### src/rtl/ram_4x4_arbiter.sv
// ---------------------------------------------------------------------------
// ram_4x4_arbiter
//   Two-requester access controller for a ram_4x4 array (4 words x 4 bits).
//   It samples both requesters while idle, picks a winner, latches that
//   requester's command and runs one RAM access. Read data and a done pulse
//   go back to the winner. This block is the only driver of the RAM.
//
//   FSM: IDLE -> ACCESS -> DONE -> IDLE. Every output decodes from registers,
//   so there is no combinational path from the request inputs to any output.
//
//   Handshake: i_reqN is a level request. It is sampled only in IDLE. o_gntN
//   pulses for one cycle when the command has been latched. After that the
//   command inputs and i_reqN are ignored until the access has finished.
//   o_doneN pulses for one cycle when the access completes. A request that
//   is still high on the next IDLE cycle starts a new transaction.
//
// Configuration macro:
//   RAM_ARB_FIXED_PRI_EN - when defined, req0 always beats req1 and the
//                          round-robin pointer is removed. When it is
//                          undefined (the default), round-robin is used.
//
// Parameters:
//   DATA_W    - word width (matches ram_4x4 data_in/data_out)
//   ADDR_W    - address width (matches ram_4x4 ad_in)
//   WR_CYCLES - cycles that ram_en is held with ram_rdwr=0 per write (>=1)
//
// Ports:
//   i_clk, i_rst_n            clock (rising edge), async active-low reset
//   i_req0/1                  access request (level)
//   i_rw0/1                   1=read, 0=write
//   i_addr0/1, i_wdata0/1     command address / write data
//   o_gnt0/1                  one-cycle pulse: command latched
//   o_done0/1                 one-cycle pulse: access complete
//   o_rdata                   read data, updated only when a read completes
//   o_busy                    high in any state other than IDLE
//   o_ram_data_in/ad_in/en/rdwr  RAM drive
//   i_ram_data_out            RAM read data
//   o_dbg_state               current FSM state (0=IDLE 1=ACCESS 2=DONE)
// ---------------------------------------------------------------------------
module ram_4x4_arbiter #(
    parameter int DATA_W    = 4,
    parameter int ADDR_W    = 2,
    parameter int WR_CYCLES = 1
) (
    input  logic              i_clk,
    input  logic              i_rst_n,
    input  logic              i_req0,
    input  logic              i_req1,
    input  logic              i_rw0,
    input  logic              i_rw1,
    input  logic [ADDR_W-1:0] i_addr0,
    input  logic [ADDR_W-1:0] i_addr1,
    input  logic [DATA_W-1:0] i_wdata0,
    input  logic [DATA_W-1:0] i_wdata1,
    output logic              o_gnt0,
    output logic              o_gnt1,
    output logic              o_done0,
    output logic              o_done1,
    output logic [DATA_W-1:0] o_rdata,
    output logic              o_busy,
    output logic [DATA_W-1:0] o_ram_data_in,
    output logic [ADDR_W-1:0] o_ram_ad_in,
    output logic              o_ram_en,
    output logic              o_ram_rdwr,
    input  logic [DATA_W-1:0] i_ram_data_out,
    output logic [1:0]        o_dbg_state
);

    localparam int CNT_W = (WR_CYCLES > 1) ? $clog2(WR_CYCLES) : 1;

    typedef enum logic [1:0] {
        ST_IDLE   = 2'd0,
        ST_ACCESS = 2'd1,
        ST_DONE   = 2'd2
    } state_t;

    state_t            r_state;
    state_t            w_state_next;
    logic              r_owner;      // 0: requester 0 owns the access, 1: requester 1
    logic              r_rw;
    logic [ADDR_W-1:0] r_addr;
    logic [DATA_W-1:0] r_wdata;
    logic [DATA_W-1:0] r_rdata;
    logic [CNT_W-1:0]  r_wr_cnt;
    logic              r_gnt0;
    logic              r_gnt1;
    logic              w_any_req;
    logic              w_win1;       // requester 1 wins this arbitration
    logic              w_grant;
    logic              w_wr_last;

    assign w_any_req = i_req0 | i_req1;
    assign w_grant   = (r_state == ST_IDLE) && w_any_req;
    assign w_wr_last = (r_wr_cnt == CNT_W'(WR_CYCLES - 1));

`ifdef RAM_ARB_FIXED_PRI_EN
    assign w_win1 = i_req1 & ~i_req0;
`else
    // r_pri1 is the round-robin pointer: set when requester 1 is favoured.
    // It points away from whichever requester was granted most recently.
    logic r_pri1;

    assign w_win1 = i_req1 & (~i_req0 | r_pri1);

    always_ff @(posedge i_clk or negedge i_rst_n) begin
        if (!i_rst_n) begin
            r_pri1 <= 1'b0;
        end else if (w_grant) begin
            r_pri1 <= ~w_win1;
        end
    end
`endif

    // State register
    always_ff @(posedge i_clk or negedge i_rst_n) begin
        if (!i_rst_n) begin
            r_state <= ST_IDLE;
        end else begin
            r_state <= w_state_next;
        end
    end

    // Next-state logic
    always_comb begin
        w_state_next = r_state;
        case (r_state)
            ST_IDLE:   if (w_any_req) w_state_next = ST_ACCESS;
            ST_ACCESS: if (r_rw || w_wr_last) w_state_next = ST_DONE;
            ST_DONE:   w_state_next = ST_IDLE;
            default:   w_state_next = ST_IDLE;
        endcase
    end

    // Command latch, grant pulse, write counter and read capture
    always_ff @(posedge i_clk or negedge i_rst_n) begin
        if (!i_rst_n) begin
            r_owner  <= 1'b0;
            r_rw     <= 1'b0;
            r_addr   <= '0;
            r_wdata  <= '0;
            r_rdata  <= '0;
            r_wr_cnt <= '0;
            r_gnt0   <= 1'b0;
            r_gnt1   <= 1'b0;
        end else begin
            r_gnt0 <= 1'b0;
            r_gnt1 <= 1'b0;
            if (w_grant) begin
                r_owner <= w_win1;
                r_gnt0  <= ~w_win1;
                r_gnt1  <= w_win1;
                r_rw    <= w_win1 ? i_rw1    : i_rw0;
                r_addr  <= w_win1 ? i_addr1  : i_addr0;
                r_wdata <= w_win1 ? i_wdata1 : i_wdata0;
            end
            if (r_state == ST_ACCESS && !r_rw) begin
                r_wr_cnt <= w_wr_last ? '0 : r_wr_cnt + CNT_W'(1);
            end else begin
                r_wr_cnt <= '0;
            end
            // A read is a single ACCESS cycle, so capture at the end of it.
            if (r_state == ST_ACCESS && r_rw) begin
                r_rdata <= i_ram_data_out;
            end
        end
    end

    // Output decode
    always_comb begin
        o_ram_en      = 1'b0;
        o_ram_rdwr    = 1'b0;
        o_ram_ad_in   = '0;
        o_ram_data_in = '0;
        o_done0       = 1'b0;
        o_done1       = 1'b0;
        if (r_state == ST_ACCESS) begin
            o_ram_en      = 1'b1;
            o_ram_rdwr    = r_rw;
            o_ram_ad_in   = r_addr;
            o_ram_data_in = r_wdata;
        end
        if (r_state == ST_DONE) begin
            o_done0 = ~r_owner;
            o_done1 = r_owner;
        end
        o_gnt0      = r_gnt0;
        o_gnt1      = r_gnt1;
        o_busy      = (r_state != ST_IDLE);
        o_rdata     = r_rdata;
        o_dbg_state = r_state;
    end

endmodule
### config.mk
export PLATFORM = sky130hd
export DESIGN_NAME = ram_4x4_arbiter
export DESIGN_NICKNAME = d
export VERILOG_FILES = /design/src/rtl/ram_4x4_arbiter.sv
export SDC_FILE = /design/constraint.sdc
export NUM_CORES = 1
export LEC_CHECK = 0
export ABC_AREA = 1
export CORE_UTILIZATION = 39
export CTS_CLUSTER_SIZE = 20
export DETAILED_ROUTE_END_ITERATION = 10
export GPL_ROUTABILITY_DRIVEN = 0
export PLACE_DENSITY = 0.78
export SKIP_CTS_REPAIR_TIMING = 1
export SLEW_MARGIN = 5
export SYNTH_ARGS = -nofsm -noshare
export SYNTH_HDL_FRONTEND = slang
export SYNTH_SLANG_ARGS = --single-unit
export TNS_END_PERCENT = 1
### constraint.sdc
create_clock -name i_clk -period 1.4 [get_ports i_clk]
set_clock_uncertainty 0.2 [all_clocks]
set_input_delay 0.35 -clock i_clk [delete_from_list [all_inputs] [get_ports i_clk]]
set_output_delay 0.35 -clock i_clk [all_outputs]
set_load 0.02 [all_outputs]
[Yosys cells after proc, flatten, opt, wreduce, memory -nomap -nowiden]
Index checks and enable logic that the tools add are counted.
Storage, ports and cells
  register bits after elaboration: 18
  input port bits: 22
  output and inout bits: 19
  word-level logic and storage cells: 46
Operators by class
  add/sub/neg operators: 1
  equality and inequality tests: 4
  mux-type cells: 16
  bitwise operators: 7
  reductions and logical operators: 8
Operators by type and width (number)
  $mux 1: 9
  $mux 2: 4
  $mux 4: 2
  $ne 2x2->1 const B: 2
  $not 1->1: 4
  $pmux 2 s2: 1
  $logic_and 1x1->1: 3
  $eq 2x1->1 const B: 1
  $eq 2x2->1 const B: 1
  $logic_not 2->1: 1
  $or 1x1->1: 2
  $reduce_and 2->1: 1
  $reduce_bool 2->1: 1
  $add 1x1->1 const B: 1
  $and 1x1->1: 1
  $logic_not 1->1: 1
  $logic_or 1x1->1: 1

[Longest topological paths before layout]
  word-level depth: 5
  depth in mapped cells: 6
  mapped depth without buffers: 6

[Worst setup path before layout]
OpenSTA, ideal clock, no wires.
  path kind: reg-to-output
  start point: register r_state[0], in the netlist o_dbg_state[0]
  end point: output port o_ram_ad_in[0]
  arrival time: 1.230 ns
  path slack: -0.380 ns
  stages on the path, launching flop included: 5
  path buffers: 0
  cells stage by stage: dfrtp_1 inv_2 nor2_4 inv_2 nor2_1
Between the ends
  word-level cells in the longest chain between the ends: 2
Ends and longest elaborated chain
  start: declaration: RTL line 77  | state_t r_state;
  start signal: assignment: RTL line 119  | r_state <= w_state_next;
  $eq 2x1->1: RTL line 176  | if (r_state == ST_ACCESS) begin
  $mux 2: RTL line 176
  end: declaration: RTL line 62  | output logic [ADDR_W-1:0] o_ram_ad_in,
Every way passes these cells.

[Worst setup path after layout]
  start point: register r_state[1], in the netlist o_dbg_state[1]
  end point: output port o_ram_data_in[0]
Between the ends
  word-level cells in the longest chain between the ends: 2
Ends and longest elaborated chain
  $eq 2x1->1: RTL line 176
  $mux 4: RTL line 176
  end: declaration: RTL line 61  | output logic [DATA_W-1:0] o_ram_data_in,
Every way passes these cells.

==> metrics <==
status=finished, violations left; failing checks=setup timing; Slowest cell on crit path=dfrtp_1; cell family with most CP delay=flip-flops; syn_area_per_cell=9.03 µm²; Clk Latency, worst-skew pair=300 ps; HPWL after DPL=1.69 mm; mux contribution to synthesized area=0; # DRC=0; R2R Setup Slk=-70 ps; Synthesis Warnings=0; Buf+Inv Stages, Crit Path=2; grt ovf=0; Min Clock Period, post-route=1770 ps; crit start category=flip-flop; max_cap viols=0; Final Hold Viols=0; post-synth top area share=0.507; P_sw=1390 µW; final period utilization=1.27; setup tns final=-4650 ps; vias per inst=4.89; Int Pwr=1640 µW; Clk pwr share=0.087; leakage=0.000717 µW; Crit. End Element=primary output; slowest stage delay, CP=420 ps; Initial DRC Count=18; Netlist cell types=19; hold crit path type=input pin to asynchronous set/reset pin; root buffer cell=clkbuf_4; Compound-Gate Fraction of Synth Area=0.0358; RR Startpoint=o_dbg_state[1]; Fill cells=165; clk slew on worst S/H paths=110 ps; antenna violations before repair=0; CP dominant cell by count=nor2_4; VDD IR max=1.45 mV; fin area=1430 µm²; final non-filler cell total=175; Comb pwr share=0.632; largest family of logic cells by synthesized area=simple AND/OR/NAND/NOR gates; wire length per cell=12.9 µm; placement row count=16; DR vias=855; final setup margin=-374 ps; Final Max Tran Viols=0; Antenna Nets Post-Route=0; worst endpoint required time=850 ps; CTS sink cnt=17; Die W=48.4 µm; DRT Wirelength=2.26 mm; dpl cells=171; Pre-Repair DR Iteration Count=4; Synth area leader=dfrtp_1; register area=427 µm²; Worst Tran Pin Value=285 ps; sequential power share=0.281; Synthesized Nets=115; CORE AREA=2000 µm²; mapped cell area=840 µm²; DP Area=1450 µm²; Area contributors post-synth=dfrtp_1, nand2_1, nand3_1, nand4_1, nand2_4; Die H=48.4 µm; largest net degree at the start of global routing=18; Clock Tree Buf Depth=2; gr usage total=0.218; first-pass GRT wire length=3.90 mm; Fmax achieved=0.564 GHz; sequential element share of the synthesized area=0.507; simple-gate area share of the yosys netlist=0.389; Ant. Diodes=0; Ports=41; H-tree depth=1; xor and xnor area share after synthesis=0; CP Max Fanout=6; Die ar.=2340 µm²; share of cells above drive strength 1=0.399; RSZ-0062 raised after global routing=true; Slew HR=0.809; nets@finish=171; Core Util, Final=0.716; area of the multi-input gates=412 µm²; CTS tree=yes; Post-Synth Adder-Cell Area=0; Syn-to-layout area delta=70.6%; IO buf count=40; Sw Ratio=0.458; Cells after Synth=93; vias in the first global route=807; CP cell instances=nor2_4 > inv_6 > nor2_4 > buf_4; pre-CTS WS=-515 ps; CTS Buf Count=3; Setup CP Type=flip-flop to primary output; critical path arrival=1220 ps; initial cell density of the core=0.419; Yosys reg bits=17; Final Setup Violations=23; R2R Path End=r_rw; pwr/cell area=2110 nW/µm²; R2R cell count=7
## cell families after synthesis
kind of cell	after synthesis
simple gates	60
flops	17
compound gates	3
buf+inv	13
## area by class of cell
cell class,count,share of cell area
Clock buffer,3,0.0157
Clock inverter,1,0.00349
Inverter,12,0.0384
Multi-Input combinational cell,63,0.287
Sequential cell,17,0.298
Tap cell,27,0.0236
Timing Repair Buffer,52,0.334
## layout by cell type, fill, tap and decap left out, types with 2 or more instances in the layout
master and instances:
buf_4 16, clkbuf_4 3, clkbuf_2 4, inv_1 8
nand4_1 7, nand2_1 20, buf_12 3, nand2_4 4
nand3_1 14, nor2_1 2, inv_2 2, buf_2 4
dfrtp_1 16, nor2_4 8, buf_6 4, clkdlybuf4s50_1 20
## state kept, by name (all words and copies together), names as in the netlist
register / count
o_dbg_state: 2
o_gnt0: 1
o_gnt1: 1
o_rdata: 4
r_addr: 2
r_owner: 1
r_pri1: 1
r_rw: 1
r_wdata: 4
## routing by layer
metal / vias to the layer above / share of wire / track usage
met5: - / 0 / 0
met4: 0 / 0.015 / 0.0735
met3: 4 / 0.051 / 0.0440
met2: 30 / 0.49 / 0.362
met1: 405 / 0.44 / 0.283
li1: 416 / - / -
## worst reg2reg max path, cell delays in order, from the launching register on
cell and delay, ps:
dfrtp_1 420, buf_4 170, inv_2 90, nand2_4 60, buf_6 120, nor2_8 180, nand3_1 120, nand3_1 80
## cells in the mapped netlist
cell type  instances
nand3_1           14
nor2_2             1
nor2_4             2
and3_2             1
nand2_1           20
dfrtp_1           17
nor2_1             8
nor2_8             1
buf_4              1
inv_1              8
o21ai_4            1
nand2_4            3
clkinv_4           1
nor3_1             1
o21ai_2            1
nand4_1            7
inv_2              3
o21ai_1            1
nand2_2            2
## through the flow
stage / hold WS (ps) / total power, µW
after global placement: 263 / 2810
after floorplan: -146 / 1950
after global routing: 173 / 3240
after detailed placement: 271 / 2860
after CTS: 182 / 3130
final: 178 / 3030
## power groups by stage
| stage | sequential [µW] | clock [µW] | combinational (µW) |
|---|---|---|---|
| CTS | 850 | 273 | 2010 |
| global placement | 854 | 0 | 1950 |
| floorplan | 1010 | 0 | 948 |
| global route | 882 | 299 | 2060 |
| finish | 851 | 265 | 1910 |
| detailed placement | 860 | 0 | 2000 |
## worst max-delay path by stage
stage / startpoint / to / slack (ps) / cells after the start
2_1_floorplan: o_dbg_state[0] / o_ram_ad_in[0] / -230 / 4
3_3_place_gp: o_dbg_state[0] / o_ram_ad_in[0] / -490 / 5
3_5_place_dp: o_dbg_state[0] / o_ram_ad_in[0] / -510 / 5
4_1_cts: o_dbg_state[0] / o_ram_ad_in[0] / -840 / 5
5_1_grt: o_dbg_state[1] / o_ram_ad_in[0] / -460 / 4
6_report: o_dbg_state[1] / o_ram_data_in[0] / -370 / 4
Power figures use the tool's default switching activity.
